[src/rtl/wheel_velocity_estimator_if.sv]
// Encoder-in / velocity-out bundle for one wheel.
//   EncA/EncB : raw quadrature channels, asynchronous to the clock
//   W         : angular velocity, sign-magnitude, Q15 rad/s
//   Count     : signed x4 edge count of the last completed window
//   Valid     : one-cycle pulse when W/Count update
//   Error     : sticky illegal-transition flag
// The slave modport belongs to the estimator; the master drives the encoder
// and consumes the results.
interface wheel_velocity_estimator_if #(
    parameter int DATAWIDTH_N = 32,
    parameter int COUNT_WIDTH = 16
);
    logic                   WHEEL_VELOCITY_EncA_In;
    logic                   WHEEL_VELOCITY_EncB_In;
    logic [DATAWIDTH_N-1:0] WHEEL_VELOCITY_W_OutBus;
    logic [COUNT_WIDTH-1:0] WHEEL_VELOCITY_Count_OutBus;
    logic                   WHEEL_VELOCITY_Valid_OutHigh;
    logic                   WHEEL_VELOCITY_Error_OutHigh;

    modport master (
        output WHEEL_VELOCITY_EncA_In, WHEEL_VELOCITY_EncB_In,
        input  WHEEL_VELOCITY_W_OutBus, WHEEL_VELOCITY_Count_OutBus,
               WHEEL_VELOCITY_Valid_OutHigh, WHEEL_VELOCITY_Error_OutHigh
    );

    modport slave (
        input  WHEEL_VELOCITY_EncA_In, WHEEL_VELOCITY_EncB_In,
        output WHEEL_VELOCITY_W_OutBus, WHEEL_VELOCITY_Count_OutBus,
               WHEEL_VELOCITY_Valid_OutHigh, WHEEL_VELOCITY_Error_OutHigh
    );
endinterface

[src/rtl/wheel_velocity_estimator.sv]
// Quadrature encoder front end: x4 edge decode, per-window signed edge count,
// and conversion of that count to wheel angular velocity (rad/s, Q15,
// sign-magnitude) with a serial shift-add multiplier.
// Ports:
//   WHEEL_VELOCITY_CLOCK_50     : system clock
//   WHEEL_VELOCITY_Reset_InHigh : asynchronous active-high reset
//   bus (slave)                 : encoder inputs, W/Count/Valid/Error outputs
module wheel_velocity_estimator #(
    parameter int          DATAWIDTH_N   = 32,
    parameter int          FRACTIONAL_Q  = 15,
    parameter int          COUNT_WIDTH   = 16,
    parameter int          SAMPLE_CYCLES = 500000,
    parameter logic [15:0] SCALE_Q15     = 16'd10723
) (
    input  logic                        WHEEL_VELOCITY_CLOCK_50,
    input  logic                        WHEEL_VELOCITY_Reset_InHigh,
    wheel_velocity_estimator_if.slave   bus
);
    localparam int MAG_W  = COUNT_WIDTH - 1;
    localparam int RAW_W  = MAG_W + 16;
    // Product register is wide enough for both the full raw product and the
    // output word, so the saturation test below is always a plain OR.
    localparam int PROD_W = (RAW_W > DATAWIDTH_N) ? RAW_W : DATAWIDTH_N;
    localparam int WC_W   = $clog2(SAMPLE_CYCLES);
    localparam int BC_W   = $clog2(COUNT_WIDTH);

    localparam logic signed [COUNT_WIDTH-1:0] ACC_MAX = {1'b0, {(COUNT_WIDTH-1){1'b1}}};
    localparam logic signed [COUNT_WIDTH-1:0] ACC_MIN = -ACC_MAX;
    localparam logic signed [COUNT_WIDTH-1:0] ONE     = 1;

    // The scale constant carries exactly 15 fraction bits, and the window must
    // be longer than the conversion so a terminal cycle always finds IDLE.
    if (FRACTIONAL_Q != 15 || SAMPLE_CYCLES <= COUNT_WIDTH + 3) begin : g_bad_cfg
        $error("wheel_velocity_estimator: unsupported FRACTIONAL_Q or SAMPLE_CYCLES too short");
    end

    typedef enum logic [1:0] {S_IDLE, S_MULT, S_DONE} state_t;

    // ---------------- synchronizer + decode ----------------
    logic [1:0] sync1, sync2, prev_ab;     // {A,B}
    logic       step_fwd, step_rev, step_bad;

    always_comb begin
        step_fwd = 1'b0;
        step_rev = 1'b0;
        case ({prev_ab, sync2})
            4'b00_01, 4'b01_11, 4'b11_10, 4'b10_00: step_fwd = 1'b1;
            4'b01_00, 4'b11_01, 4'b10_11, 4'b00_10: step_rev = 1'b1;
            default: ;
        endcase
    end

    assign step_bad = ((prev_ab ^ sync2) == 2'b11);

    // ---------------- accumulator / window ----------------
    logic signed [COUNT_WIDTH-1:0] acc, acc_next;
    logic        [WC_W-1:0]        wcnt;
    logic                          terminal;
    logic        [MAG_W-1:0]       mag_next;
    logic                          error_r;

    always_comb begin
        acc_next = acc;
        if (step_fwd && acc != ACC_MAX) acc_next = acc + ONE;
        if (step_rev && acc != ACC_MIN) acc_next = acc - ONE;
    end

    // Saturation at +/-ACC_MAX guarantees |count| fits in MAG_W bits.
    assign mag_next = acc_next[COUNT_WIDTH-1] ? MAG_W'(-acc_next) : acc_next[MAG_W-1:0];
    assign terminal = (wcnt == WC_W'(SAMPLE_CYCLES - 1));

    always_ff @(posedge WHEEL_VELOCITY_CLOCK_50 or posedge WHEEL_VELOCITY_Reset_InHigh) begin
        if (WHEEL_VELOCITY_Reset_InHigh) begin
            sync1   <= 2'b00;
            sync2   <= 2'b00;
            prev_ab <= 2'b00;
            acc     <= '0;
            wcnt    <= '0;
            error_r <= 1'b0;
        end else begin
            sync1   <= {bus.WHEEL_VELOCITY_EncA_In, bus.WHEEL_VELOCITY_EncB_In};
            sync2   <= sync1;
            prev_ab <= sync2;
            // The terminal cycle's own edge is already folded into acc_next,
            // which the FSM snapshots in the same cycle.
            acc     <= terminal ? '0 : acc_next;
            wcnt    <= terminal ? '0 : wcnt + WC_W'(1);
            error_r <= error_r | step_bad;
        end
    end

    // ---------------- conversion FSM ----------------
    state_t                        state;
    logic        [MAG_W-1:0]       mag_sh;
    logic        [PROD_W-1:0]      mcand, prod;
    logic        [BC_W-1:0]        bit_cnt;
    logic signed [COUNT_WIDTH-1:0] snap;
    logic        [DATAWIDTH_N-1:0] w_r;
    logic        [COUNT_WIDTH-1:0] count_r;
    logic                          valid_r;
    logic                          sat;

    assign sat = |prod[PROD_W-1:DATAWIDTH_N-1];

    always_ff @(posedge WHEEL_VELOCITY_CLOCK_50 or posedge WHEEL_VELOCITY_Reset_InHigh) begin
        if (WHEEL_VELOCITY_Reset_InHigh) begin
            state   <= S_IDLE;
            mag_sh  <= '0;
            mcand   <= '0;
            prod    <= '0;
            bit_cnt <= '0;
            snap    <= '0;
            w_r     <= '0;
            count_r <= '0;
            valid_r <= 1'b0;
        end else begin
            valid_r <= 1'b0;
            case (state)
                S_IDLE: begin
                    if (terminal) begin
                        snap    <= acc_next;
                        mag_sh  <= mag_next;
                        mcand   <= PROD_W'(SCALE_Q15);
                        prod    <= '0;
                        bit_cnt <= '0;
                        state   <= S_MULT;
                    end
                end
                S_MULT: begin
                    // LSB-first shift-add: the multiplicand moves left as the
                    // magnitude moves right.
                    if (mag_sh[0]) prod <= prod + mcand;
                    mag_sh  <= mag_sh >> 1;
                    mcand   <= mcand << 1;
                    bit_cnt <= bit_cnt + BC_W'(1);
                    if (bit_cnt == BC_W'(MAG_W - 1)) state <= S_DONE;
                end
                S_DONE: begin
                    // Negative snapshots are never zero, so the sign bit alone
                    // cannot produce a negative-zero word.
                    w_r     <= {snap[COUNT_WIDTH-1],
                                sat ? {(DATAWIDTH_N-1){1'b1}} : prod[DATAWIDTH_N-2:0]};
                    count_r <= snap;
                    valid_r <= 1'b1;
                    state   <= S_IDLE;
                end
                default: state <= S_IDLE;
            endcase
        end
    end

    assign bus.WHEEL_VELOCITY_W_OutBus      = w_r;
    assign bus.WHEEL_VELOCITY_Count_OutBus  = count_r;
    assign bus.WHEEL_VELOCITY_Valid_OutHigh = valid_r;
    assign bus.WHEEL_VELOCITY_Error_OutHigh = error_r;
endmodule

[src/flat_wrapper.sv]
// flat-port wrapper written by rule: the top's interface ports become plain ports
module wheel_velocity_estimator_flat 
#(
    parameter int          DATAWIDTH_N   = 32,
    parameter int          FRACTIONAL_Q  = 15,
    parameter int          COUNT_WIDTH   = 16,
    parameter int          SAMPLE_CYCLES = 500000,
    parameter logic [15:0] SCALE_Q15     = 16'd10723
)
  (WHEEL_VELOCITY_CLOCK_50, WHEEL_VELOCITY_Reset_InHigh, bus_WHEEL_VELOCITY_EncA_In, bus_WHEEL_VELOCITY_EncB_In, bus_WHEEL_VELOCITY_W_OutBus, bus_WHEEL_VELOCITY_Count_OutBus, bus_WHEEL_VELOCITY_Valid_OutHigh, bus_WHEEL_VELOCITY_Error_OutHigh);
  wheel_velocity_estimator_if #(.DATAWIDTH_N(DATAWIDTH_N), .COUNT_WIDTH(COUNT_WIDTH)) bus_i ();
  input  logic WHEEL_VELOCITY_CLOCK_50;
  input  logic WHEEL_VELOCITY_Reset_InHigh;
  input wire logic [$bits(bus_i.WHEEL_VELOCITY_EncA_In)-1:0] bus_WHEEL_VELOCITY_EncA_In;
  input wire logic [$bits(bus_i.WHEEL_VELOCITY_EncB_In)-1:0] bus_WHEEL_VELOCITY_EncB_In;
  output wire logic [$bits(bus_i.WHEEL_VELOCITY_W_OutBus)-1:0] bus_WHEEL_VELOCITY_W_OutBus;
  output wire logic [$bits(bus_i.WHEEL_VELOCITY_Count_OutBus)-1:0] bus_WHEEL_VELOCITY_Count_OutBus;
  output wire logic [$bits(bus_i.WHEEL_VELOCITY_Valid_OutHigh)-1:0] bus_WHEEL_VELOCITY_Valid_OutHigh;
  output wire logic [$bits(bus_i.WHEEL_VELOCITY_Error_OutHigh)-1:0] bus_WHEEL_VELOCITY_Error_OutHigh;
  assign bus_i.WHEEL_VELOCITY_EncA_In = bus_WHEEL_VELOCITY_EncA_In;
  assign bus_i.WHEEL_VELOCITY_EncB_In = bus_WHEEL_VELOCITY_EncB_In;
  assign bus_WHEEL_VELOCITY_W_OutBus = bus_i.WHEEL_VELOCITY_W_OutBus;
  assign bus_WHEEL_VELOCITY_Count_OutBus = bus_i.WHEEL_VELOCITY_Count_OutBus;
  assign bus_WHEEL_VELOCITY_Valid_OutHigh = bus_i.WHEEL_VELOCITY_Valid_OutHigh;
  assign bus_WHEEL_VELOCITY_Error_OutHigh = bus_i.WHEEL_VELOCITY_Error_OutHigh;
  wheel_velocity_estimator #(.DATAWIDTH_N(DATAWIDTH_N), .FRACTIONAL_Q(FRACTIONAL_Q), .COUNT_WIDTH(COUNT_WIDTH), .SAMPLE_CYCLES(SAMPLE_CYCLES), .SCALE_Q15(SCALE_Q15)) u_core (.WHEEL_VELOCITY_CLOCK_50(WHEEL_VELOCITY_CLOCK_50), .WHEEL_VELOCITY_Reset_InHigh(WHEEL_VELOCITY_Reset_InHigh), .bus(bus_i));
endmodule
[config.mk]
export PLATFORM = sky130hd
export DESIGN_NAME = wheel_velocity_estimator_flat
export DESIGN_NICKNAME = d
export VERILOG_FILES = /design/src/rtl/wheel_velocity_estimator_if.sv /design/src/rtl/wheel_velocity_estimator.sv /design/src/flat_wrapper.sv
export SDC_FILE = /design/constraint.sdc
export NUM_CORES = 1
export LEC_CHECK = 0
export ABC_AREA = 1
export CORE_UTILIZATION = 45
export DETAILED_ROUTE_END_ITERATION = 8
export GPL_ROUTABILITY_DRIVEN = 0
export SKIP_LAST_GASP = 1
export SLEW_MARGIN = 0
export SYNTH_ARGS = -nofsm -noshare
export SYNTH_HDL_FRONTEND = slang
export SYNTH_SLANG_ARGS = --single-unit
export TNS_END_PERCENT = 5
[constraint.sdc]
create_clock -name WHEEL_VELOCITY_CLOCK_50 -period 10.45 [get_ports WHEEL_VELOCITY_CLOCK_50]
set_input_delay 1.5675 -clock WHEEL_VELOCITY_CLOCK_50 [delete_from_list [all_inputs] [get_ports WHEEL_VELOCITY_CLOCK_50]]
set_output_delay 1.5675 -clock WHEEL_VELOCITY_CLOCK_50 [all_outputs]
set_load 0.005 [all_outputs]
Yosys cells after proc, flatten, opt, wreduce, memory -nomap -nowiden
Cells that the tools add are included.
{ "totals": {"register_bits": 192, "output_inout_bits": 50, "wordCells": 72} }
{ "classes": {"eq_ne": 18, "mux": 21, "addsub": 6, "bitwise": 2, "reduce_logical": 10} }
{ "op_table": {"columns": ["operator", "count"], "rows": [
  ["$pmux 32 s2", 2],
  ["$mux 32", 3],
  ["$mux 16", 3],
  ["$add 32x32->32", 1],
  ["$ne 16x16->1 const B", 2],
  ["$mux 31", 1],
  ["$mux 15", 2],
  ["$pmux 15 s2", 1],
  ["$eq 4x4->1 const B", 5],
  ["$add 19x1->19 const B", 1],
  ["$eq 19x19->1 const B", 1],
  ["$mux 19", 1],
  ["$add 16x2->16 const B", 1],
  ["$sub 16x2->16 const B", 1],
  ["$neg 15->15", 1],
  ["$eq 4x3->1 const B", 2],
  ["$pmux 4 s2", 1],
  ["$reduce_or 4->1", 2],
  ["$ne 2x1->1 const B", 3],
  ["$reduce_and 2->1", 3],
  ["$add 4x1->4 const B", 1],
  ["$eq 2x2->1 const B", 2],
  ["$eq 4x1->1 const B", 1],
  ["$eq 4x2->1 const B", 1],
  ["other kinds (11)", 15]
]} }

Depth between registers and ports, before layout
Gate-level depths: netlist of the first run.
{ "depth": {"word_depth": 10, "mapped_depth": 21, "depth_no_buf": 20} }

Least setup slack after synthesis of the first run
No wires, ideal clock.
{ "synth_path": {"path_kind": "flip-flop to flip-flop", "start": "register u_core.acc[0]", "end": "register u_core.mag_sh[10]", "arrival_ns": 2.392, "setup_ns": 0.120, "path_stages_with_launch": 21, "slack_ns": 7.938, "cell_sequence": "dfrtp_1 ha_1 inv_2 nor2_4 nand2_2 o21ai_4 buf_6 nand2_1 nand3_2 nand2_1 inv_1 ha_1 nand2_1 nor2_2 nand2_1 nand2_2 nand2_2 nand2_1 nand2_1 o21ai_1 nand2_1"} }
{ "synth_via": {"elab_chain_len": 8} }
{ "synth_rtl": {"columns": ["item", "line", "rtl"], "rows": [
  ["start: declaration", "wheel_velocity_estimator.sv:56", "logic signed [COUNT_WIDTH-1:0] acc, acc_next;"],
  ["start signal: assignment", "wheel_velocity_estimator.sv:86", "acc <= terminal ? '0 : acc_next;"],
  ["branches (longest 3 deep; another with $add 16x2->16)", null, null],
  ["$mux 16 *", "wheel_velocity_estimator.sv:65", "if (step_rev && acc != ACC_MIN) acc_next = acc - ONE;"],
  ["$neg 15->15", "wheel_velocity_estimator.sv:69", "assign mag_next = acc_next[COUNT_WIDTH-1] ? MAG_W'(-acc_next) : acc_next[MAG_W-1:0];"],
  ["$mux 15 *", "wheel_velocity_estimator.sv:69", null],
  ["$mux 15 *", "wheel_velocity_estimator.sv:120", "if (terminal) begin"],
  ["$pmux 15 s2 *", "wheel_velocity_estimator.sv:118", "case (state)"],
  ["end signal: assignment", "wheel_velocity_estimator.sv:122", "mag_sh <= mag_next;"],
  ["end signal: assignment", "wheel_velocity_estimator.sv:133", "mag_sh <= mag_sh >> 1;"],
  ["end: declaration", "wheel_velocity_estimator.sv:94", "logic [MAG_W-1:0] mag_sh;"]
]} }
Every way passes the cells marked *. The select of a mux whose other input is x is not followed.
A chain may end at the register's enable or synchronous reset.

Final worst setup path of the first run
{ "layout_path": {"start": "register u_core.state[0]", "end": "register u_core.prod[10]"} }
{ "layout_via": {"elab_chain_len": 3} }
{ "layout_rtl": {"columns": ["item", "line", "rtl"], "rows": [
  ["start: declaration", "wheel_velocity_estimator.sv:93", "state_t state;"],
  ["start signal: assignment", "wheel_velocity_estimator.sv:107", "state <= S_IDLE;"],
  ["start signal: assignment", "wheel_velocity_estimator.sv:126", "state <= S_MULT;"],
  ["start signal: assignment", "wheel_velocity_estimator.sv:136", "if (bit_cnt == BC_W'(MAG_W - 1)) state <= S_DONE;"],
  ["$eq 2x1->1 / $logic_not 2->1 (equally long branches)", "wheel_velocity_estimator.sv:118", null],
  ["$ne 2x1->1 (no line) / $reduce_bool 2->1 (equally long branches)", null, null],
  ["$reduce_and 3->1 (no line)", null, null],
  ["end signal: assignment", "wheel_velocity_estimator.sv:132", "if (mag_sh[0]) prod <= prod + mcand;"],
  ["end: declaration", "wheel_velocity_estimator.sv:95", "logic [PROD_W-1:0] mcand, prod;"]
]} }
Parallel ways exist; a longest one is shown, timed or not.

==> results by group, run 1 <==
Die
  • CORE AREA: 23500 sq um
  • Die Span Y: 157 um
  • Starting density of the core: 0.460
  • I/O pin total: 54
  • Die Area: 24600 sq um
  • Chip Width: 157 um
  • Row cnt: 56

Route
  • Wire per inst: 14.3 um
  • # DRC: 0
  • Via density: 5.16
  • Detailed Route WL: 25.7 mm
  • Detail Route Antenna Nets: 0
  • Vias: 9264
  • Drt initial violations: 543
  • Drt pass-1 iters: 5

Clocking
  • Root Buffer: clkbuf_16
  • Htree depth: 4
  • Setup bufs post-CTS: 0
  • Worst-Skew Late Latency: 0.45 ns
  • CTS clk-pin slew, worst paths: 0.08 ns
  • CTS tree: yes
  • Clock sink total: 191
  • Clock Path Buffers: 2
  • CTS Hold Buffers Added: 0
  • CTS resizes: 0
  • CTS buffer count: 17

Worst setup path
  • CP endpoint kind: flop
  • Worst Path Arrival: 3.52 ns
  • Setup Crit Path Kind: reg2reg
  • R2R Path Start: u_core.state[0]$_DFFE_PP0P_
  • Required time worst endpoint: 10.79 ns
  • Worst setup SP type: flop
  • CP startpoint: u_core.state[0]$_DFFE_PP0P_
  • Worst Path Max Fanout: 32

Placed design
  • Pre-CTS WS: 6.69 ns
  • IO Port Bufs: 53
  • DP Area: 11500 sq um
  • DP Wirelength: 18.4 mm
  • Dpl cells: 1762

Run
  • Max Cap Viol: 0

STA
  • Final min period: 3.18 ns
  • Setup TNS: 0 ns
  • Final period utilization: 0.304
  • RSZ-0062 raised after global routing: false
  • Setup WS post-layout: 7.27 ns
  • Slew Viols, Final: 0
  • Slew headroom: 0.224
  • Fin Clk Skew: 0.0137 ns
  • Final hold violation count: 0
  • Setup Viol. Count Final: 0
  • Least-Margin Pin Slew: 1.16 ns
  • Fmax: 314 MHz

Synthesis
  • EDFF count, synth: 0
  • Mapped Cells: 1431
  • #FFs+latches synth: 191
  • Sequential area share after synthesis: 0.443
  • Prevailing post-synth register cell: dfrtp_1
  • Post-synth top cells: nand2_1, dfrtp_1, inv_1
  • Largest family of logic cells by synthesized area: simple AND/OR/NAND/NOR gates
  • Count leader, synth: nand2_1
  • Multiplexer share of the synthesized area: 0
  • YS warnings: 0
  • Cell Area, Synth: 10800 sq um
  • Synth area leader: dfrtp_1
  • Syn avg cell area: 7.55 sq um
  • Synth Area in Compound Gates: 0.135
  • Simple-Gate Fraction of Synth Area: 0.275
  • Synth area leaders: dfrtp_1, nand2_1, o21ai_0
  • XOR/XNOR Fraction of Synth Area: 0.0195
  • Netlist cell types: 47
  • Post-synth ARST share: 1.00
  • Syn_nets: 1474
  • Post-synthesis share of cell area spent on full adders, half adders and majority gates: 0.0459
  • Area share of the largest cell type after synthesis: 0.443

Layout
  • Layout cells sized above 1: 0.0617
  • Design area: 12100 sq um
  • Final Non-Filler Cells: 1794
  • FILL cells: 2308
  • Nets: 1505
  • Area growth, synth to finish: 12.1%
  • N_diodes: 0

Power
  • Worst VDD drop: 96.1 uV
  • Leakage: 0.00595 uW
  • Power density cells: 158 nW/um^2

Min path
  • Min-delay src: u_core.sync1[0]$_DFF_PP0_
  • Min-delay worst type: reg2reg

Status
  • Status: finished, final reports clean

GRT
  • Largest net degree at the start of global routing: 117
  • Initial antenna violation count: 0
  • Total global-route track usage: 0.226
  • Vias in the first global route: 8734
  • GR Overflow Total: 0
  • First-pass GRT wire length: 44.2 mm
==> flip-flops by register name (all words and copies together) (netlist names), 4 cells and up <==
signal / cells
u_core.mcand: 32
u_core.prod: 32
u_core.bus.WHEEL_VELOCITY_W_OutBus: 31
u_core.wcnt: 19
u_core.acc: 16
u_core.bus.WHEEL_VELOCITY_Count_OutBus: 16
u_core.snap: 16
u_core.mag_sh: 15
u_core.bit_cnt: 4
==> report_power, final <==
| part | switching [uW] | internal [uW] | total, uW |
|---|---|---|---|
| registers | 59.3 | 766 | 825 |
| clock network | 318 | 317 | 636 |
| logic | 308 | 139 | 447 |
| total | 686 | 1220 | 1910 |
==> through the flow <==
step | util | power [uW] | hold slack (ns)
after floorplan | - | 1190 | 0.331
after global placement | 0.492 | 1280 | 0.333
after detailed placement | 0.492 | 1290 | 0.336
after CTS | 0.516 | 1930 | 0.355
after global routing | 0.516 | 2030 | 0.360
final | 0.516 | 1910 | 0.351
==> layout by cell type (no fill, tap or decap), types with 4 or more instances in the layout <==
master	instances
a21oi_1	68
a31oi_1	9
buf_4	6
clkbuf_16	17
clkdlybuf4s50_1	53
dfrtp_1	191
ha_1	38
inv_1	161
inv_2	4
inv_6	5
inv_8	4
nand2_1	400
nand2_2	17
nand3_1	60
nand3b_1	6
nand4_1	15
nor2_1	145
nor2_2	11
nor2_4	5
nor3_1	16
nor4_1	8
o21ai_0	133
o21ai_1	5
o21bai_1	5
o22ai_1	21
or2_2	5
xnor2_1	4
xor2_1	20
==> critical path: stages, from the launching register on <==
cell	delay [ns]
dfrtp_1	0.40
inv_1	0.20
nor2_1	0.54
inv_1	0.13
nor2_1	0.11
buf_4	0.23
inv_1	0.35
nand2_1	0.17
inv_1	0.50
a32o_1	0.43
==> kinds of logic after synthesis <==
group | Yosys count
AOI/OAI and AO/OA | 265
adders and majority gates | 39
DFF | 191
xor gates and xnor gates | 24
buffers and inverters | 216
and+or+nand+nor | 696
==> worst paths after layout <==
kind | to | slack, ns | cells past startpoint
hold reg to reg | u_core.sync2[0]$_DFF_PP0_ | 0.35 | 0
setup reg to reg | u_core.prod[10]$_DFFE_PP0P_ | 7.27 | 9
max in group asynchronous | u_core.mcand[1]$_DFFE_PP0P_ | 7.31 | 3
setup / recovery | u_core.prod[10]$_DFFE_PP0P_ | 7.27 | 9
hold / removal | u_core.sync2[0]$_DFF_PP0_ | 0.35 | 0
min in group asynchronous | u_core.wcnt[8]$_DFF_PP0_ | 1.63 | 2
==> metal layers <==
layer  track usage  vias to the layer above  wire length (um)
li1              -                     4698                 -
met1         0.335                     4366             13300
met2         0.344                      181             11200
met3        0.0377                       19               977
met4        0.0500                        0               211
met5             0                        -                 0
==> area by class of cell <==
type | count | area [sq um] | share of cell area
Clock inverter | 15 | 146 | 0.0121
Timing Repair Buffer | 59 | 576 | 0.0475
Tap cell | 319 | 399 | 0.0330
Inverter | 169 | 644 | 0.0532
Clock buffer | 17 | 425 | 0.0351
Multi-Input combinational cell | 1024 | 5140 | 0.424
Sequential cell | 191 | 4780 | 0.395
Note: power is estimated with default switching activity, not from simulation.
==> run 2: changes to the inputs <==
==> constraint.sdc (replaced) <==
create_clock -name WHEEL_VELOCITY_CLOCK_50 -period 3 [get_ports WHEEL_VELOCITY_CLOCK_50]
set_input_delay 0.45 -clock WHEEL_VELOCITY_CLOCK_50 [delete_from_list [all_inputs] [get_ports WHEEL_VELOCITY_CLOCK_50]]
set_output_delay 0.45 -clock WHEEL_VELOCITY_CLOCK_50 [all_outputs]
set_load 0.005 [all_outputs]
==> run 2 against run 1 <==
  * Count of clock-buffer cells in the layout increased by 1
  * Non-clock buffer count rose by 14
  * Global-route usage about the same
  * Critical endpoint is now u_core.mag_sh[10]$_DFFE_PP0P_
  * Largest cell class unchanged
==> results by group, run 2 (synthesis results as in run 1) <==
Worst setup path
  • Worst setup SP type: flop
  • Setup Crit Path Kind: reg2reg
  • Cell mode on critical path: nand2_1
  • CP endpoint kind: flop
  • Worst path slowest cell: dfrtp_1
  • CP top delay family: simple AND/OR/NAND/NOR gates
  • CP cell instances: inv_1 > ha_1 > nand2_1 > nor2_1 > nand2_2 > nand2_4 > inv_2 > nand2_1 > nand2_1 > inv_1 > ha_1 > nand2_1 > nor2_2 > nand2_1 > nand2_2 > nand2_2 > nand2_1 > nand2_1 > o21ai_1 > nand2_1
  • Max incr delay on CP: 0.41 ns (-0.13 ns)
  • Worst Path Arrival: 3.01 ns (-0.51 ns)
  • WP buf/inv: 3 (-2)
  • Worst Path Max Fanout: 14 (-56%)
  • Required time worst endpoint: 3.33 ns (-7.46 ns)

Layout
  • N_diodes: 0 (unchanged)
  • Layout cells sized above 1: 0.0712 (+0.00949)
  • Commonest non-fill, non-tap cell in the layout: nand2_1
  • Most frequent cells in the layout: nand2_1, dfrtp_1, inv_1
  • Area growth, synth to finish: 13.8%
  • Nets: 1519 (+0.93%)

GRT
  • First-pass GRT wire length: 44.3 mm (about the same)
  • Largest net degree at the start of global routing: 71 (-39%)
  • Initial antenna violation count: 0 (unchanged)
  • Vias in the first global route: 8705 (-0.33%)
  • Total global-route track usage: 0.226 (-0.000235)
  • GR Overflow Total: 0 (unchanged)

Die
  • Row cnt: 56 (unchanged)
  • Starting density of the core: 0.460 (unchanged)
  • I/O pin total: 54 (unchanged)
  • Die Area: 24600 sq um (unchanged)
  • Chip Width: 157 um (unchanged)
  • CORE AREA: 23500 sq um (unchanged)
  • Die Span Y: 157 um (unchanged)

Route
  • Detail Route Antenna Nets: 0 (unchanged)
  • Drt pass-1 iters: 5 (unchanged)
  • # DRC: 0 (unchanged)
  • Vias: 9304 (+0.43%)
  • Wire per inst: 14.4 um (+0.78%)
  • Detailed Route WL: 26.1 mm (+1.6%)
  • Via density: 5.15 (-0.35%)
  • Drt initial violations: 624 (+15%)

Run
  • Max Cap Viol: 0 (unchanged)

Clocking
  • Clock Path Buffers: 2 (unchanged)
  • CTS tree: yes
  • Worst-Skew Late Latency: 0.44 ns (about the same)
  • Setup bufs post-CTS: 0 (unchanged)
  • Htree depth: 4 (unchanged)
  • CTS clk-pin slew, worst paths: 0.07 ns (about the same)
  • CTS buffer count: 17 (unchanged)
  • Root Buffer: clkbuf_16
  • Clock sink total: 191 (unchanged)

STA
  • Setup Viol. Count Final: 0 (unchanged)
  • Least-Margin Pin Slew: 0.620 ns (-0.542 ns)
  • Setup TNS: 0 ns (unchanged)
  • RSZ-0062 raised after global routing: false
  • Fin Clk Skew: 0.0101 ns (-0.00364 ns)
  • Fmax: 373 MHz (+19%)
  • Final min period: 2.68 ns (-0.499 ns)
  • Final hold violation count: 0 (unchanged)
  • Final period utilization: 0.894 (+0.590)
  • Slew Viols, Final: 0 (unchanged)
  • Slew headroom: 0.585 (+0.361)
  • Hold slack: 0.350 ns (-0.00110 ns)

Placed design
  • IO Port Bufs: 53 (unchanged)
  • DP Wirelength: 19.1 mm (+3.9%)

Power
  • Worst VDD drop: 321 uV (+230%)
  • Leakage: 0.00604 uW (+1.5%)
  • Power density cells: 557 nW/um^2 (+250%)

Min path
  • Min-delay worst type: reg2reg

Status
  • Status: finished, final reports clean
[run 2: stage by stage]
stage	total power, uW	util	worst slack (ns)	area, sq um	std cells
global placement	4470	0.497	0.399	11700	1776
finish	6840	0.524	0.318	12300	1808
floorplan	4130	-	0.0876	10800	1431
detailed placement	4490	0.497	0.313	11700	1776
CTS	6870	0.524	0.316	12300	1808
global route	7220	0.524	0.0138	12300	1808
[run 2: final cells by class]
class,instances,area [sq um]
Sequential cell,191,4780
Timing Repair Buffer,73,718
Clock buffer,18,439
Multi-Input combinational cell,1024,5140
Inverter,169,641
Clock inverter,14,174
Fill cell,2286,11200
Tap cell,319,399
[run 2: worst paths after layout]
path	start	endpoint	slack (ns)	depth (start not counted)
min in group asynchronous	WHEEL_VELOCITY_Reset_InHigh	u_core.wcnt[3]$_DFF_PP0_	0.43	2
worst min register to register	u_core.sync1[0]$_DFF_PP0_	u_core.sync2[0]$_DFF_PP0_	0.35	0
max in group asynchronous	WHEEL_VELOCITY_Reset_InHigh	u_core.bus.WHEEL_VELOCITY_Count_OutBus[11]$_DFFE_PP0P_	1.79	3
worst max register to register	u_core.acc[1]$_DFF_PP0_	u_core.mag_sh[10]$_DFFE_PP0P_	0.32	20
worst max-delay path	u_core.acc[1]$_DFF_PP0_	u_core.mag_sh[10]$_DFFE_PP0P_	0.32	20
worst min-delay path	u_core.sync1[0]$_DFF_PP0_	u_core.sync2[0]$_DFF_PP0_	0.35	0
[run 2: routing by layer]
metal	GRT usage	vias to the layer above	share of wire	wire, um
met5	0	-	0	0
met4	0.0574	0	0.011	297
met3	0.0284	26	0.045	1180
met2	0.337	230	0.42	11000
met1	0.343	4328	0.52	13600
li1	-	4720	-	-
[run 2: repair_timing]
| item | 4_1_cts | 5_1_grt |
|---|---|---|
| endpoints found under the hold margin | 0 | 0 |
| endpoints found under the setup margin | 0 | 1 |
| hold buffers | 0 | 0 |
| gates resized for setup | 0 | 1 |
[run 2: power breakdown]
| part | total [uW] | internal [uW] | switching (uW) |
|---|---|---|---|
| Clock | 2380 | 1280 | 1100 |
| Combinational | 1610 | 499 | 1120 |
| Sequential | 2840 | 2670 | 176 |
| Total | 6840 | 4450 | 2390 |
[run 2: worst register-to-register path, stage by stage (launching register included)]
cell and delay [ns]:
dfrtp_1 0.41, inv_1 0.11, ha_1 0.16, nand2_1 0.07, nor2_1 0.14, nand2_2 0.11, nand2_4 0.13, inv_2 0.13
nand2_1 0.14, nand2_1 0.10, inv_1 0.11, ha_1 0.17, nand2_1 0.07, nor2_2 0.15, nand2_1 0.12, nand2_2 0.12
nand2_2 0.07, nand2_1 0.06, nand2_1 0.05, o21ai_1 0.13, nand2_1 0.06
